<file path="src/rtl/alu_share_ctrl.sv">
// alu_share_ctrl: arbitrates two requesters onto one shared add/sub datapath and returns tagged results.
// Define ALU_SHARE_RR_EN for round-robin arbitration; fixed priority (requester 0 wins) otherwise.
module alu_share_ctrl #(
  parameter int BITS     = 8,
  parameter int CNT_BITS = 16
) (
  input  logic                clk,
  input  logic                rst,
  input  logic [1:0]          req_valid,
  output logic [1:0]          req_ready,
  input  logic [BITS-1:0]     req0_a,
  input  logic [BITS-1:0]     req0_b,
  input  logic                req0_s,
  input  logic [BITS-1:0]     req1_a,
  input  logic [BITS-1:0]     req1_b,
  input  logic                req1_s,
  output logic [BITS-1:0]     alu_ra,
  output logic [BITS-1:0]     alu_rb,
  output logic                alu_s,
  input  logic [BITS-1:0]     alu_out,
  input  logic                alu_carry,
  output logic                rsp_valid,
  input  logic                rsp_ready,
  output logic                rsp_id,
  output logic [BITS-1:0]     rsp_data,
  output logic                rsp_flag,
  output logic [CNT_BITS-1:0] ops_count
);
  typedef enum logic [1:0] {IDLE, EXEC, RESP} state_t;
  state_t                r_state, w_next;
  logic [BITS-1:0]       r_a, r_b, r_data;
  logic                  r_s, r_id, r_flag;
  logic [CNT_BITS-1:0]   r_cnt;
  logic                  w_g, w_hs, w_done;
`ifdef ALU_SHARE_RR_EN
  logic r_ptr;
  always_ff @(posedge clk)
    if (rst) r_ptr <= 1'b0;
    else if (w_done) r_ptr <= ~r_id;
  assign w_g = req_valid[r_ptr] ? r_ptr : ~r_ptr;
`else
  assign w_g = ~req_valid[0];
`endif
  assign w_hs      = r_state == IDLE && |req_valid;
  assign w_done    = r_state == RESP && rsp_ready;
  assign req_ready = w_hs ? {w_g, ~w_g} : 2'b00;
  always_comb begin
    w_next = r_state;
    if (w_hs) w_next = EXEC;
    else if (r_state == EXEC) w_next = RESP;
    else if (w_done) w_next = IDLE;
  end
  // The datapath carry is meaningless for subtract, so the borrow is derived from the operands.
  always_ff @(posedge clk)
    if (rst) begin
      r_state <= IDLE;
      r_a     <= '0;
      r_b     <= '0;
      r_s     <= 1'b0;
      r_id    <= 1'b0;
      r_data  <= '0;
      r_flag  <= 1'b0;
      r_cnt   <= '0;
    end else begin
      r_state <= w_next;
      if (w_hs) begin
        r_a  <= w_g ? req1_a : req0_a;
        r_b  <= w_g ? req1_b : req0_b;
        r_s  <= w_g ? req1_s : req0_s;
        r_id <= w_g;
      end
      if (r_state == EXEC) begin
        r_data <= alu_out;
        r_flag <= r_s ? r_a < r_b : alu_carry;
      end
      if (w_done) r_cnt <= r_cnt + 1'b1;
    end
  assign alu_ra    = r_a;
  assign alu_rb    = r_b;
  assign alu_s     = r_s;
  assign rsp_valid = r_state == RESP;
  assign rsp_id    = r_id;
  assign rsp_data  = r_data;
  assign rsp_flag  = r_flag;
  assign ops_count = r_cnt;
endmodule

</file>
<file path="config.mk">
export PLATFORM = sky130hd
export DESIGN_NAME = alu_share_ctrl
export DESIGN_NICKNAME = d
export VERILOG_FILES = /design/src/rtl/alu_share_ctrl.sv
export SDC_FILE = /design/constraint.sdc
export NUM_CORES = 1
export LEC_CHECK = 0
export ABC_AREA = 1
export CAP_MARGIN = 20
export CORE_MARGIN = 2
export CORE_UTILIZATION = 25
export DETAILED_ROUTE_END_ITERATION = 12
export PLACE_DENSITY = 0.54
export SLEW_MARGIN = 25
export SYNTH_ARGS = -nofsm -noshare
export SYNTH_HDL_FRONTEND = slang
export SYNTH_SLANG_ARGS = --single-unit
</file>
<file path="constraint.sdc">
create_clock -name clk -period 2.84 [get_ports clk]
set_input_delay 0.284 -clock clk [delete_from_list [all_inputs] [get_ports clk]]
set_output_delay 0.284 -clock clk [all_outputs]
set_load 0.02 [all_outputs]
</file>
# Word-level counts from Yosys, hierarchy flattened
# Index checks and enable logic that the tools add are counted.
[op_classes]
n_eq_ne = 2
n_reduce_logical = 7
n_addsub = 1
magnitude_cmp = 1
bitwise = 1
n_mux = 8
[ops]
columns = ["op", "n"]
rows = [
  ["adder 16 x 1 -> 16 bit (second input constant)", 1],
  ["2-to-1 mux 8 bit", 2],
  ["< comparator 8 bit", 1],
  ["2-to-1 mux 2 bit", 3],
  ["OR reduction 2 bit", 2],
  ["2-to-1 mux 1 bit", 3],
  ["nonzero test 3 bit", 1],
  ["equality test 2 x 1 -> 1 bit (second input constant)", 1],
  ["equality test 2 bit (second input constant)", 1],
  ["logical AND 1 bit", 2],
  ["logical NOT 2 bit", 1],
  ["nonzero test 2 bit", 1],
  ["NOT 1 bit", 1],
]
[word_totals]
out_inout_bits = 46
wordCells = 29
register_bits = 45

# Longest topological paths before layout
# Gate-level depths: netlist of run 1.
[logic_depth]
ltp_word = 5
depth_mapped = 9
depth_no_buf = 9

# Least setup slack after synthesis of run 1
# No wires, ideal clock.
[synth_timing]
path_type = "flip-flop to flip-flop"
start = "register r_cnt[1] (netlist: ops_count[1])"
end = "register r_cnt[12] (netlist: ops_count[12])"
synth_period_minus_slack_ns = 1.425
required_ns = 2.724
slack_ns = 1.415
path_stages_with_launch = 9
arrival_ns = 1.309
cell_sequence = "dfxtp_1 -> ha_1 -> inv_1 -> nor2_4 -> nand2_1 -> nor2_1 -> nand2_1 -> o21ai_0 -> nor2_1"
[synth_between]
elab_chain_len = 1
[synth_lines]
columns = ["element", "line", "rtl"]
rows = [
  ["start, declared", "33", "logic [CNT_BITS-1:0] r_cnt;"],
  ["start signal, assigned", "76", "if (w_done) r_cnt <= r_cnt + 1'b1;"],
  ["adder 16 x 1 -> 16 bit", "76", ""],
]
# Every way passes these cells.
# A chain may end at the register's enable or synchronous reset.

# Final worst setup path of run 1
[layout_timing]
start = "input req_valid[0]"
end = "output req_ready[1]"
[layout_between]
elab_chain_len = 3
word_cells_on_any_way = 4
[layout_lines]
columns = ["element", "line", "rtl"]
rows = [
  ["start, declared", "9", "input logic [1:0] req_valid,"],
  ["OR reduction 2 bit", "44", "assign w_hs = r_state == IDLE && |req_valid;"],
  ["logical AND 1 bit", "44", ""],
  ["2-to-1 mux 2 bit *", "46", "assign req_ready = w_hs ? {w_g, ~w_g} : 2'b00;"],
  ["end, declared", "10", "output logic [1:0] req_ready,"],
]
# Every way passes the cells marked *; elsewhere a longest branch is shown, timed or not.

==> report_table.html, run 1 <==
<table>
<tr><th>Metric</th><th>Value</th></tr>
<tr><th colspan="2">Outcome</th></tr>
<tr><td>Run status</td><td>completed</td></tr>
<tr><th colspan="2">Placed design</th></tr>
<tr><td>Placed cell count</td><td>534</td></tr>
<tr><td>PortBufs</td><td>93</td></tr>
<tr><td>Gp weighted congestion</td><td>0.749</td></tr>
<tr><td>Post-detailed-placement cell area</td><td>3290 um2</td></tr>
<tr><td>Half-perimeter wire length after detailed placement</td><td>4780 um</td></tr>
<tr><th colspan="2">Logic synthesis</th></tr>
<tr><td>Post-synthesis cell type with the largest combined area</td><td>sky130_fd_sc_hd__dfxtp_1</td></tr>
<tr><td>Yosys warning total</td><td>0</td></tr>
<tr><td>Number of distinct library cells after synthesis</td><td>26</td></tr>
<tr><td>Synthesized cell area</td><td>2240 um2</td></tr>
<tr><td>Post-synthesis average cell area</td><td>6.63 um2</td></tr>
<tr><td>Part of the Yosys area used for sequential elements</td><td>0.402</td></tr>
<tr><td>Synth Flop Type</td><td>sky130_fd_sc_hd__dfxtp_1</td></tr>
<tr><td>Post-synth ARST share</td><td>0</td></tr>
<tr><td>Count of mapped cells out of synthesis</td><td>338</td></tr>
<tr><td>Commonest cells in the netlist</td><td>sky130_fd_sc_hd__nand2_1, sky130_fd_sc_hd__dfxtp_1, sky130_fd_sc_hd__nor2_1</td></tr>
<tr><td>Post-synth top area share</td><td>0.402</td></tr>
<tr><td>Register bit count reported by yosys</td><td>45</td></tr>
<tr><td>Cell types occupying the most area after synthesis</td><td>sky130_fd_sc_hd__dfxtp_1, sky130_fd_sc_hd__nand2_1, sky130_fd_sc_hd__nor2_1, sky130_fd_sc_hd__inv_1, sky130_fd_sc_hd__a21oi_1</td></tr>
<tr><td>Net count after synthesis</td><td>394</td></tr>
<tr><td>Most instantiated library cell after synthesis</td><td>sky130_fd_sc_hd__nand2_1</td></tr>
<tr><td>Number of synthesized flops with an enable pin</td><td>0</td></tr>
<tr><th colspan="2">Min path</th></tr>
<tr><td>Startpoint of the tightest hold check path</td><td>alu_ra[0]</td></tr>
<tr><td>Hold Path End</td><td>alu_ra[0]</td></tr>
<tr><td>Type of the most critical hold path</td><td>flop to flop</td></tr>
<tr><td>Worst Hold Depth</td><td>2</td></tr>
<tr><th colspan="2">Power and ir drop</th></tr>
<tr><td>Sequential Power Share</td><td>0.449</td></tr>
<tr><td>Comb power frac</td><td>0.294</td></tr>
<tr><td>Part of the total power dissipated in the clock network</td><td>0.258</td></tr>
<tr><td>Pwr Density</td><td>474 nW/um2</td></tr>
<tr><td>Net switching power</td><td>507 uW</td></tr>
<tr><td>Max IR drop VDD</td><td>0.174 mV</td></tr>
<tr><td>Leakage Power</td><td>0.00138 uW</td></tr>
<tr><td>Internal power component</td><td>1100 uW</td></tr>
<tr><td>Switching share of power</td><td>0.316</td></tr>
<tr><th colspan="2">Drt</th></tr>
<tr><td>Remaining antenna violation count after routing</td><td>0</td></tr>
<tr><td>Total number of vias</td><td>2337</td></tr>
<tr><td>Detailed-route DRC error count</td><td>0</td></tr>
<tr><td>Vias per inst</td><td>4.32</td></tr>
<tr><td>Iteration-0 DRC count of the detailed router</td><td>60</td></tr>
<tr><td>1st-pass router iterations</td><td>4</td></tr>
<tr><td>Per-cell routed wire length</td><td>11.4 um</td></tr>
<tr><td>DRT Wirelength</td><td>6190 um</td></tr>
<tr><th colspan="2">Timing</th></tr>
<tr><td>Fmax</td><td>436 MHz</td></tr>
<tr><td>Worst clock skew</td><td>0.00687 ns</td></tr>
<tr><td>Worst rel slew slack</td><td>0.493</td></tr>
<tr><td>Total count of hold-check failures in the final report</td><td>0</td></tr>
<tr><td>Portion of the clock cycle consumed by the worst path in the final layout</td><td>0.807</td></tr>
<tr><td>Final Max Tran Viols</td><td>0</td></tr>
<tr><td>Setup-violating endpoint count in the final report</td><td>0</td></tr>
<tr><td>Final period demand of the worst path</td><td>2.29 ns</td></tr>
<tr><td>Unrepaired setup endpoints after global routing</td><td>no</td></tr>
<tr><td>Worst slew pin tran</td><td>0.760 ns</td></tr>
<tr><td>Post-route setup TNS</td><td>0 ns</td></tr>
<tr><th colspan="2">Finish</th></tr>
<tr><td>Number of standard cells in the final layout excluding fillers</td><td>541</td></tr>
<tr><td>Number of nets in the finished design</td><td>489</td></tr>
<tr><td>Ratio of cells with drive above 1 in the final layout</td><td>0.0439</td></tr>
<tr><td>Filler cell count in the final layout</td><td>939</td></tr>
<tr><td>Area growth from synthesis to layout</td><td>51.1%</td></tr>
<tr><td>Post-route cell area</td><td>3380 um2</td></tr>
<tr><td>Diode count</td><td>0</td></tr>
<tr><th colspan="2">Clocking</th></tr>
<tr><td>Post-CTS Setup Bufs</td><td>0</td></tr>
<tr><td>Number of sinks handled by clock tree synthesis</td><td>45</td></tr>
<tr><td>Post-CTS Hold Buffers</td><td>0</td></tr>
<tr><td>Cells resized by post-CTS repair</td><td>0</td></tr>
<tr><td>Clock-pin transition on the worst setup and hold timing paths</td><td>0.09 ns</td></tr>
<tr><td>Root buffer cell</td><td>sky130_fd_sc_hd__clkbuf_8</td></tr>
<tr><td>Total number of H-tree levels</td><td>2</td></tr>
<tr><td>Clock latency on the worst-skew pair</td><td>0.29 ns</td></tr>
<tr><td>Clock buffer count from CTS</td><td>5</td></tr>
<tr><td>TritonCTS clock tree</td><td>built</td></tr>
<tr><td>Maximum root-to-sink buffer count</td><td>2</td></tr>
<tr><th colspan="2">Global route</th></tr>
<tr><td>Pin count of the biggest net entering global routing</td><td>26</td></tr>
<tr><td>Total routing resource utilization after global routing</td><td>0.134</td></tr>
<tr><td>Sum of overflow across all layers after global routing</td><td>0</td></tr>
<tr><td>Global-route wire length before repair</td><td>10700 um</td></tr>
<tr><td>Vias in the first global route</td><td>2291</td></tr>
<tr><td>Number of antenna violations at the first check in global routing</td><td>0</td></tr>
<tr><th colspan="2">Setup path</th></tr>
<tr><td>CP startpoint kind</td><td>input pin</td></tr>
<tr><td>Type of the setup path with the least slack</td><td>input pin to primary output</td></tr>
<tr><td>Crit-path max FO</td><td>14</td></tr>
<tr><td>Worst EP required</td><td>2.56 ns</td></tr>
<tr><td>Setup crit start</td><td>req_valid[0]</td></tr>
<tr><td>R2r endpoint</td><td>alu_ra[2]</td></tr>
<tr><td>Worst r2r path cells</td><td>6</td></tr>
<tr><td>Arrival time of data at the critical path endpoint</td><td>2.01 ns</td></tr>
<tr><td>Worst Setup End Kind</td><td>primary output</td></tr>
<tr><td>Register-to-register setup slack</td><td>1.22 ns</td></tr>
<tr><td>Startpoint of the most critical register-to-register path</td><td>r_state[0]</td></tr>
<tr><th colspan="2">Floorplanning</th></tr>
<tr><td>Standard-cell row count</td><td>34</td></tr>
<tr><td>Horizontal extent of the die</td><td>98.7 um</td></tr>
<tr><td>Starting density of the core</td><td>0.257</td></tr>
<tr><td>Vert. Die Dim</td><td>98.7 um</td></tr>
<tr><td># IOs</td><td>94</td></tr>
<tr><td>Total die area</td><td>9730 um2</td></tr>
<tr><td>Area of the core</td><td>8720 um2</td></tr>
<tr><th colspan="2">Job</th></tr>
<tr><td>Max-cap check violation count</td><td>0</td></tr>
</table>
layer usage:
metal / global-route usage / wire length [um] / vias to the layer above
li1: - / - / 1248
met1: 0.178 / 3000 / 1018
met2: 0.210 / 2700 / 64
met3: 0.0489 / 426 / 7
met4: 0.0295 / 62 / 0
met5: 0 / 0 / -
worst max-delay path, cell delays in order:
cell                              delay [ns]
sky130_fd_sc_hd__clkdlybuf4s50_1        0.47
sky130_fd_sc_hd__buf_4                  0.20
sky130_fd_sc_hd__clkinv_1               0.25
sky130_fd_sc_hd__nand2_1                0.14
sky130_fd_sc_hd__inv_1                  0.10
sky130_fd_sc_hd__clkdlybuf4s50_1        0.56
power groups by stage:
stage	clock, uW	sequential [uW]	combinational (uW)
final	413	719	471
after detailed placement	0	734	477
after CTS	431	720	479
after global placement	0	733	476
after floorplan	0	788	187
after global routing	458	728	525
logic make-up after synthesis:
| group | Yosys count | synth area share |
|---|---|---|
| AO/OA/AOI/OAI | 59 | 0.141 |
| adder cells (fa/ha/maj) | 8 | 0.0447 |
| buffers and inverters | 49 | 0.0855 |
| flip-flops | 45 | 0.402 |
| multiplexers | 3 | 0.0134 |
| AND/OR/NAND/NOR | 174 | 0.313 |
per-stage QoR:
step | total power, uW | hold slack (ns) | util | setup slack (ns)
after floorplan | 975 | 0.419 | - | 1.42
after global placement | 1210 | 0.464 | 0.378 | 0.542
after detailed placement | 1210 | 0.473 | 0.378 | 0.519
after CTS | 1630 | 0.485 | 0.388 | 0.505
after global routing | 1710 | 0.505 | 0.388 | 0.382
final | 1600 | 0.483 | 0.388 | 0.548
layout make-up:
| class | instances | area (um2) | share of cell area |
|---|---|---|---|
| inverter | 40 | 150 | 0.0444 |
| sequential | 45 | 901 | 0.266 |
| timing repair buffer | 97 | 961 | 0.284 |
| clock inverter | 1 | 7.51 | 0.00222 |
| clock buffer | 6 | 82.6 | 0.0244 |
| tap | 108 | 135 | 0.0399 |
| multi-input combinational | 244 | 1150 | 0.339 |
placed cells by master, fill, tap and decap left out:
cell	count
sky130_fd_sc_hd__nand2_1	117
sky130_fd_sc_hd__clkdlybuf4s50_1	93
sky130_fd_sc_hd__dfxtp_1	45
sky130_fd_sc_hd__nor2_1	43
sky130_fd_sc_hd__inv_1	37
sky130_fd_sc_hd__a21oi_1	27
sky130_fd_sc_hd__o21ai_0	25
sky130_fd_sc_hd__ha_1	8
sky130_fd_sc_hd__clkbuf_8	6
sky130_fd_sc_hd__nand3_1	4
sky130_fd_sc_hd__buf_4	4
sky130_fd_sc_hd__nor2_2	3
sky130_fd_sc_hd__mux2i_1	3
sky130_fd_sc_hd__clkinv_1	2
sky130_fd_sc_hd__nor2_4	2
sky130_fd_sc_hd__nor3_1	2
sky130_fd_sc_hd__o21a_1	2
sky130_fd_sc_hd__o31ai_1	2
sky130_fd_sc_hd__o21ai_1	1
sky130_fd_sc_hd__inv_2	1
sky130_fd_sc_hd__nand3_4	1
sky130_fd_sc_hd__and3_1	1
sky130_fd_sc_hd__o31ai_2	1
sky130_fd_sc_hd__nand4_1	1
sky130_fd_sc_hd__a211oi_1	1
sky130_fd_sc_hd__clkinvlp_4	1
worst max-delay path by stage:
stage	cells after the start	slack, ns	end
2_1_floorplan	8	1.42	ops_count[12]
3_3_place_gp	6	0.54	req_ready[1]
3_5_place_dp	6	0.52	req_ready[1]
4_1_cts	6	0.50	req_ready[1]
5_1_grt	6	0.38	req_ready[1]
6_report	6	0.55	req_ready[1]
registers in the layout, summed over array words and instances, names as in the netlist:
register,cells
alu_ra,8
alu_rb,8
alu_s,1
ops_count,16
r_state,2
rsp_data,8
rsp_flag,1
rsp_id,1
No activity file was read; power rests on OpenSTA's default activity.
==> run 2: changes to the inputs <==
==> constraint.sdc (replaced) <==
create_clock -name clk -period 2.25 [get_ports clk]
set_input_delay 0.225 -clock clk [delete_from_list [all_inputs] [get_ports clk]]
set_output_delay 0.225 -clock clk [all_outputs]
set_load 0.02 [all_outputs]
==> report_table.html, run 2 (synthesis results as in run 1) <==
<table>
<tr><th>Metric</th><th>Value</th></tr>
<tr><th colspan="2">Clocking</th></tr>
<tr><td>Clock latency on the worst-skew pair</td><td>0.30 ns</td></tr>
<tr><td>Maximum root-to-sink buffer count</td><td>2</td></tr>
<tr><td>Post-CTS Setup Bufs</td><td>0</td></tr>
<tr><td>Number of sinks handled by clock tree synthesis</td><td>45</td></tr>
<tr><td>Total number of H-tree levels</td><td>2</td></tr>
<tr><td>Clock buffer count from CTS</td><td>5</td></tr>
<tr><td>Root buffer cell</td><td>sky130_fd_sc_hd__clkbuf_8</td></tr>
<tr><td>TritonCTS clock tree</td><td>built</td></tr>
<tr><td>Clock-pin transition on the worst setup and hold timing paths</td><td>0.09 ns</td></tr>
<tr><td>Post-CTS Hold Buffers</td><td>0</td></tr>
<tr><td>Cells resized by post-CTS repair</td><td>0</td></tr>
<tr><th colspan="2">Timing</th></tr>
<tr><td>Unrepaired setup endpoints after global routing</td><td>no</td></tr>
<tr><td>Worst rel slew slack</td><td>0.749</td></tr>
<tr><td>Total count of hold-check failures in the final report</td><td>0</td></tr>
<tr><td>Fmax</td><td>484 MHz</td></tr>
<tr><td>Portion of the clock cycle consumed by the worst path in the final layout</td><td>0.918</td></tr>
<tr><td>Worst clock skew</td><td>0.00946 ns</td></tr>
<tr><td>Post-route setup TNS</td><td>0 ns</td></tr>
<tr><td>Setup-violating endpoint count in the final report</td><td>0</td></tr>
<tr><td>Final worst hold slack</td><td>0.488 ns</td></tr>
<tr><td>Final Max Tran Viols</td><td>0</td></tr>
<tr><td>Worst slew pin tran</td><td>0.376 ns</td></tr>
<tr><td>Final period demand of the worst path</td><td>2.07 ns</td></tr>
<tr><th colspan="2">Power and ir drop</th></tr>
<tr><td>Pwr Density</td><td>627 nW/um2</td></tr>
<tr><td>Leakage Power</td><td>0.00141 uW</td></tr>
<tr><td>Max IR drop VDD</td><td>0.264 mV</td></tr>
<tr><th colspan="2">Min path</th></tr>
<tr><td>Type of the most critical hold path</td><td>flop to flop</td></tr>
<tr><td>Hold Path End</td><td>alu_ra[5]</td></tr>
<tr><td>Worst Hold Depth</td><td>2</td></tr>
<tr><td>Startpoint of the tightest hold check path</td><td>alu_ra[5]</td></tr>
<tr><th colspan="2">Drt</th></tr>
<tr><td>Vias per inst</td><td>4.34</td></tr>
<tr><td>1st-pass router iterations</td><td>4</td></tr>
<tr><td>Iteration-0 DRC count of the detailed router</td><td>55</td></tr>
<tr><td>Remaining antenna violation count after routing</td><td>0</td></tr>
<tr><td>Total number of vias</td><td>2372</td></tr>
<tr><td>Per-cell routed wire length</td><td>11.3 um</td></tr>
<tr><td>Detailed-route DRC error count</td><td>0</td></tr>
<tr><td>DRT Wirelength</td><td>6170 um</td></tr>
<tr><th colspan="2">Floorplanning</th></tr>
<tr><td># IOs</td><td>94</td></tr>
<tr><td>Starting density of the core</td><td>0.257</td></tr>
<tr><td>Total die area</td><td>9730 um2</td></tr>
<tr><td>Vert. Die Dim</td><td>98.7 um</td></tr>
<tr><td>Horizontal extent of the die</td><td>98.7 um</td></tr>
<tr><td>Area of the core</td><td>8720 um2</td></tr>
<tr><td>Standard-cell row count</td><td>34</td></tr>
<tr><th colspan="2">Global route</th></tr>
<tr><td>Number of antenna violations at the first check in global routing</td><td>0</td></tr>
<tr><td>Pin count of the biggest net entering global routing</td><td>23</td></tr>
<tr><td>Total routing resource utilization after global routing</td><td>0.129</td></tr>
<tr><td>Global-route wire length before repair</td><td>10400 um</td></tr>
<tr><td>Vias in the first global route</td><td>2283</td></tr>
<tr><td>Sum of overflow across all layers after global routing</td><td>0</td></tr>
<tr><th colspan="2">Finish</th></tr>
<tr><td>Post-route cell area</td><td>3450 um2</td></tr>
<tr><td>Commonest non-fill, non-tap cells in the layout</td><td>sky130_fd_sc_hd__nand2_1, sky130_fd_sc_hd__clkdlybuf4s50_1, sky130_fd_sc_hd__dfxtp_1</td></tr>
<tr><td>Number of nets in the finished design</td><td>494</td></tr>
<tr><td>Area growth from synthesis to layout</td><td>54.2%</td></tr>
<tr><td>Largest register FFs</td><td>16</td></tr>
<tr><td>Most common library cell in the layout ignoring fill and taps</td><td>sky130_fd_sc_hd__nand2_1</td></tr>
<tr><td>Diode count</td><td>0</td></tr>
<tr><td>Ratio of cells with drive above 1 in the final layout</td><td>0.0592</td></tr>
<tr><th colspan="2">Setup path</th></tr>
<tr><td>CP startpoint kind</td><td>flop</td></tr>
<tr><td>Register-to-register setup slack</td><td>0.69 ns</td></tr>
<tr><td>Cell mode on critical path</td><td>sky130_fd_sc_hd__inv_1</td></tr>
<tr><td>Type of the setup path with the least slack</td><td>flop to primary output</td></tr>
<tr><td>Slowest Stage Delay on Critical Path</td><td>0.60 ns</td></tr>
<tr><td>Arrival time of data at the critical path endpoint</td><td>1.84 ns</td></tr>
<tr><td>Critical path's slowest cell</td><td>sky130_fd_sc_hd__clkdlybuf4s50_1</td></tr>
<tr><td>Worst EP required</td><td>2.03 ns</td></tr>
<tr><td>Worst Setup End Kind</td><td>primary output</td></tr>
<tr><td>Worst r2r path cells</td><td>6</td></tr>
<tr><td>Critical-path cell list</td><td>inv_1, o21ai_1, nor2_2, nand2_1, inv_1, clkdlybuf4s50_1</td></tr>
<tr><td>Startpoint of the most critical register-to-register path</td><td>r_state[0]</td></tr>
<tr><td>R2r endpoint</td><td>alu_ra[2]</td></tr>
<tr><td>Crit-path max FO</td><td>3</td></tr>
<tr><th colspan="2">Placed design</th></tr>
<tr><td>Post-detailed-placement cell area</td><td>3330 um2</td></tr>
<tr><td>Half-perimeter wire length after detailed placement</td><td>4920 um</td></tr>
<tr><td>PortBufs</td><td>93</td></tr>
<tr><td>Gp weighted congestion</td><td>0.765</td></tr>
<tr><th colspan="2">Job</th></tr>
<tr><td>Max-cap check violation count</td><td>0</td></tr>
<tr><th colspan="2">Outcome</th></tr>
<tr><td>Run status</td><td>completed</td></tr>
</table>
-- run 2: cell types whose count changed in the layout (fill, tap and decap cells not counted) --
cell | previous run | this run
sky130_fd_sc_hd__bufinv_16 | 0 | 1
sky130_fd_sc_hd__nor2_2 | 3 | 4
sky130_fd_sc_hd__buf_4 | 4 | 9
sky130_fd_sc_hd__nor2_1 | 43 | 42
-- run 2: per-stage QoR --
step	power [uW]	worst slack, ns	utilization	std cells
floorplan	1230	0.825	-	338
global placement	1540	0.153	0.382	539
detailed placement	1540	0.162	0.382	539
CTS	2200	0.0545	0.396	547
global route	2300	0.0506	0.396	547
finish	2160	0.184	0.396	547
-- run 2: power by group --
| group | switching, uW | internal [uW] |
|---|---|---|
| registers | 44.4 | 863 |
| clock network | 288 | 362 |
| logic | 321 | 287 |
-- run 2: how the worst max path moves through the flow --
stage                       startpoint            end  cells past startpoint  slack, ns
after global placement    req_valid[0]   req_ready[0]                      6       0.15
after CTS                   r_state[0]   req_ready[1]                      6       0.05
after floorplan           ops_count[1]  ops_count[12]                      8       0.83
final                       r_state[0]   req_ready[1]                      6       0.18
after detailed placement  req_valid[0]   req_ready[1]                      6       0.16
after global routing        r_state[0]   req_ready[1]                      6       0.05
-- run 2: critical path: cells and delay by family (launching register included) --
kind	cells	cell delay (ns)
buf+inv	3	0.80
compound gates	1	0.14
flops	1	0.33
simple gates	2	0.27
-- run 2: layer usage --
metal / track usage / vias to the layer above / wire, um
met5: 0 / - / 0
met4: 0.0316 / 0 / 87
met3: 0.0504 / 7 / 495
met2: 0.219 / 62 / 2780
met1: 0.155 / 1044 / 2810
li1: - / 1259 / -
-- run 2: layout make-up --
class                           count  area (um2)
Sequential cell                    45         901
Clock buffer                        6        82.6
Fill cell                         931        5270
Tap cell                          108         135
Multi-Input combinational cell    244        1150
Clock inverter                      2        37.5
Timing Repair Buffer              102         998
Inverter                           40         150
==> run 3: changes to the inputs <==
--- a/config.mk
+++ b/config.mk
@@ -8,9 +8,9 @@
 export ABC_AREA = 1
 export CAP_MARGIN = 20
 export CORE_MARGIN = 2
-export CORE_UTILIZATION = 25
+export CORE_UTILIZATION = 43
 export DETAILED_ROUTE_END_ITERATION = 12
-export PLACE_DENSITY = 0.54
+export PLACE_DENSITY = 0.83
 export SLEW_MARGIN = 25
 export SYNTH_ARGS = -nofsm -noshare
 export SYNTH_HDL_FRONTEND = slang
==> report_table.html, run 3 (synthesis results as in run 1) <==
<table>
<tr><th>Metric</th><th>Value</th></tr>
<tr><th colspan="2">Timing</th></tr>
<tr><td>Portion of the clock cycle consumed by the worst path in the final layout</td><td>0.921</td></tr>
<tr><td>Unrepaired setup endpoints after global routing</td><td>no</td></tr>
<tr><td>Worst clock skew</td><td>0.00614 ns</td></tr>
<tr><td>Worst rel slew slack</td><td>0.541</td></tr>
<tr><td>Final setup slack of the worst path</td><td>0.178 ns</td></tr>
<tr><td>Final period demand of the worst path</td><td>2.07 ns</td></tr>
<tr><td>Post-route setup TNS</td><td>0 ns</td></tr>
<tr><td>Final Max Tran Viols</td><td>0</td></tr>
<tr><td>Final worst hold slack</td><td>0.479 ns</td></tr>
<tr><td>Setup-violating endpoint count in the final report</td><td>0</td></tr>
<tr><td>Fmax</td><td>483 MHz</td></tr>
<tr><td>Worst slew pin tran</td><td>0.688 ns</td></tr>
<tr><td>Total count of hold-check failures in the final report</td><td>0</td></tr>
<tr><th colspan="2">Power and ir drop</th></tr>
<tr><td>Switching share of power</td><td>0.313</td></tr>
<tr><td>Leakage Power</td><td>0.00139 uW</td></tr>
<tr><td>Part of the total power dissipated in the clock network</td><td>0.253</td></tr>
<tr><td>Internal power component</td><td>1390 uW</td></tr>
<tr><td>Net switching power</td><td>635 uW</td></tr>
<tr><td>Sequential Power Share</td><td>0.449</td></tr>
<tr><td>Comb power frac</td><td>0.298</td></tr>
<tr><td>Max IR drop VDD</td><td>0.377 mV</td></tr>
<tr><td>Pwr Density</td><td>604 nW/um2</td></tr>
<tr><th colspan="2">Finish</th></tr>
<tr><td>Post-route cell area</td><td>3360 um2</td></tr>
<tr><td>Filler cell count in the final layout</td><td>453</td></tr>
<tr><td>Commonest non-fill, non-tap cells in the layout</td><td>sky130_fd_sc_hd__nand2_1, sky130_fd_sc_hd__clkdlybuf4s50_1, sky130_fd_sc_hd__dfxtp_1</td></tr>
<tr><td>Diode count</td><td>0</td></tr>
<tr><td>Area occupied by multi-input gates</td><td>1150 um2</td></tr>
<tr><td>Post-route core utilization</td><td>0.662</td></tr>
<tr><td>Ratio of cells with drive above 1 in the final layout</td><td>0.0505</td></tr>
<tr><td>Most common library cell in the layout ignoring fill and taps</td><td>sky130_fd_sc_hd__nand2_1</td></tr>
<tr><td>Number of nets in the finished design</td><td>492</td></tr>
<tr><td>Sequential cell area</td><td>901 um2</td></tr>
<tr><td>Largest register FFs</td><td>16</td></tr>
<tr><td>Area growth from synthesis to layout</td><td>49.9%</td></tr>
<tr><th colspan="2">Floorplanning</th></tr>
<tr><td>Standard-cell row count</td><td>26</td></tr>
<tr><td>Starting density of the core</td><td>0.441</td></tr>
<tr><td>Area of the core</td><td>5070 um2</td></tr>
<tr><td>Vert. Die Dim</td><td>76.2 um</td></tr>
<tr><td>Horizontal extent of the die</td><td>76.2 um</td></tr>
<tr><td># IOs</td><td>94</td></tr>
<tr><td>Total die area</td><td>5800 um2</td></tr>
<tr><th colspan="2">Clocking</th></tr>
<tr><td>Number of sinks handled by clock tree synthesis</td><td>45</td></tr>
<tr><td>Total number of H-tree levels</td><td>2</td></tr>
<tr><td>Maximum root-to-sink buffer count</td><td>2</td></tr>
<tr><td>Clock buffer count from CTS</td><td>5</td></tr>
<tr><td>Clock-pin transition on the worst setup and hold timing paths</td><td>0.08 ns</td></tr>
<tr><td>Post-CTS Setup Bufs</td><td>0</td></tr>
<tr><td>Root buffer cell</td><td>sky130_fd_sc_hd__clkbuf_8</td></tr>
<tr><td>TritonCTS clock tree</td><td>built</td></tr>
<tr><td>Clock latency on the worst-skew pair</td><td>0.30 ns</td></tr>
<tr><th colspan="2">Setup path</th></tr>
<tr><td>Worst r2r path cells</td><td>6</td></tr>
<tr><td>Crit-path max FO</td><td>3</td></tr>
<tr><td>CP startpoint kind</td><td>flop</td></tr>
<tr><td>Type of the setup path with the least slack</td><td>flop to primary output</td></tr>
<tr><td>Worst EP required</td><td>2.03 ns</td></tr>
<tr><td>Worst Setup End Kind</td><td>primary output</td></tr>
<tr><td>Arrival time of data at the critical path endpoint</td><td>1.85 ns</td></tr>
<tr><th colspan="2">Outcome</th></tr>
<tr><td>Run status</td><td>completed</td></tr>
<tr><th colspan="2">Drt</th></tr>
<tr><td>1st-pass router iterations</td><td>4</td></tr>
<tr><td>Per-cell routed wire length</td><td>11.5 um</td></tr>
<tr><td>Detailed-route DRC error count</td><td>0</td></tr>
<tr><td>Vias per inst</td><td>4.73</td></tr>
<tr><td>Total number of vias</td><td>2391</td></tr>
<tr><td>DRT Wirelength</td><td>5820 um</td></tr>
<tr><td>Iteration-0 DRC count of the detailed router</td><td>76</td></tr>
<tr><td>Remaining antenna violation count after routing</td><td>0</td></tr>
<tr><th colspan="2">Global route</th></tr>
<tr><td>Number of antenna violations at the first check in global routing</td><td>0</td></tr>
<tr><td>Total routing resource utilization after global routing</td><td>0.208</td></tr>
<tr><td>Vias in the first global route</td><td>2315</td></tr>
<tr><td>Pin count of the biggest net entering global routing</td><td>26</td></tr>
<tr><td>Sum of overflow across all layers after global routing</td><td>0</td></tr>
<tr><td>Global-route wire length before repair</td><td>9960 um</td></tr>
<tr><th colspan="2">Min path</th></tr>
<tr><td>Type of the most critical hold path</td><td>flop to flop</td></tr>
<tr><td>Worst Hold Depth</td><td>2</td></tr>
<tr><th colspan="2">Placed design</th></tr>
<tr><td>Half-perimeter wire length after detailed placement</td><td>4500 um</td></tr>
<tr><td>Placement Setup Slack</td><td>0.162 ns</td></tr>
<tr><td>Post-detailed-placement cell area</td><td>3270 um2</td></tr>
<tr><td>PortBufs</td><td>93</td></tr>
<tr><td>Gp weighted congestion</td><td>0.842</td></tr>
<tr><th colspan="2">Job</th></tr>
<tr><td>Max-cap check violation count</td><td>0</td></tr>
</table>
[run 3: cell type report]
type                            instances  area share
Multi-Input combinational cell        244       0.342
Clock buffer                            7      0.0257
Tap cell                               70      0.0261
Sequential cell                        45       0.268
Inverter                               40      0.0447
Timing Repair Buffer                  100       0.293
[run 3: power by group through the flow]
| stage | Sequential [uW] | Combinational [uW] | Clock, uW |
|---|---|---|---|
| after detailed placement | 925 | 604 | 0 |
| after floorplan | 995 | 236 | 0 |
| after CTS | 908 | 607 | 516 |
| after global routing | 919 | 668 | 551 |
| final | 909 | 604 | 513 |
| after global placement | 923 | 593 | 0 |
[run 3: critical path, stage by stage, from the launching register on]
cell and delay [ns]:
sky130_fd_sc_hd__dfxtp_1 0.33, sky130_fd_sc_hd__inv_1 0.13, sky130_fd_sc_hd__o21ai_1 0.13, sky130_fd_sc_hd__nor2_2 0.19, sky130_fd_sc_hd__nand2_1 0.08, sky130_fd_sc_hd__inv_1 0.08
sky130_fd_sc_hd__clkdlybuf4s50_1 0.61
[run 3: layer usage]
layer  track usage  part of all wire  vias to the layer above
met5             0                 0                        -
met4        0.0582             0.015                        0
met3        0.0664             0.068                        9
met2         0.381              0.49                       71
met1         0.231              0.43                     1056
li1              -                 -                     1255
[run 3: worst paths after layout]
kind / end / slack [ns] / from
max: req_ready[1] / 0.18 / r_state[0]
min: alu_ra[0] / 0.48 / alu_ra[0]
max reg2reg: alu_ra[2] / 0.66 / r_state[0]
min reg2reg: alu_ra[0] / 0.48 / alu_ra[0]
[run 3: metrics by stage]
stage                     power [uW]  cells
after floorplan                 1230    338
after global placement          1520    499
after detailed placement        1530    499
after CTS                       2030    506
after global routing            2140    506
final                           2030    506
[run 3: repair_timing]
item,4_1_cts,5_1_grt
hold buffers,0,0
resized for setup,0,1
setup endpoints to repair,0,1
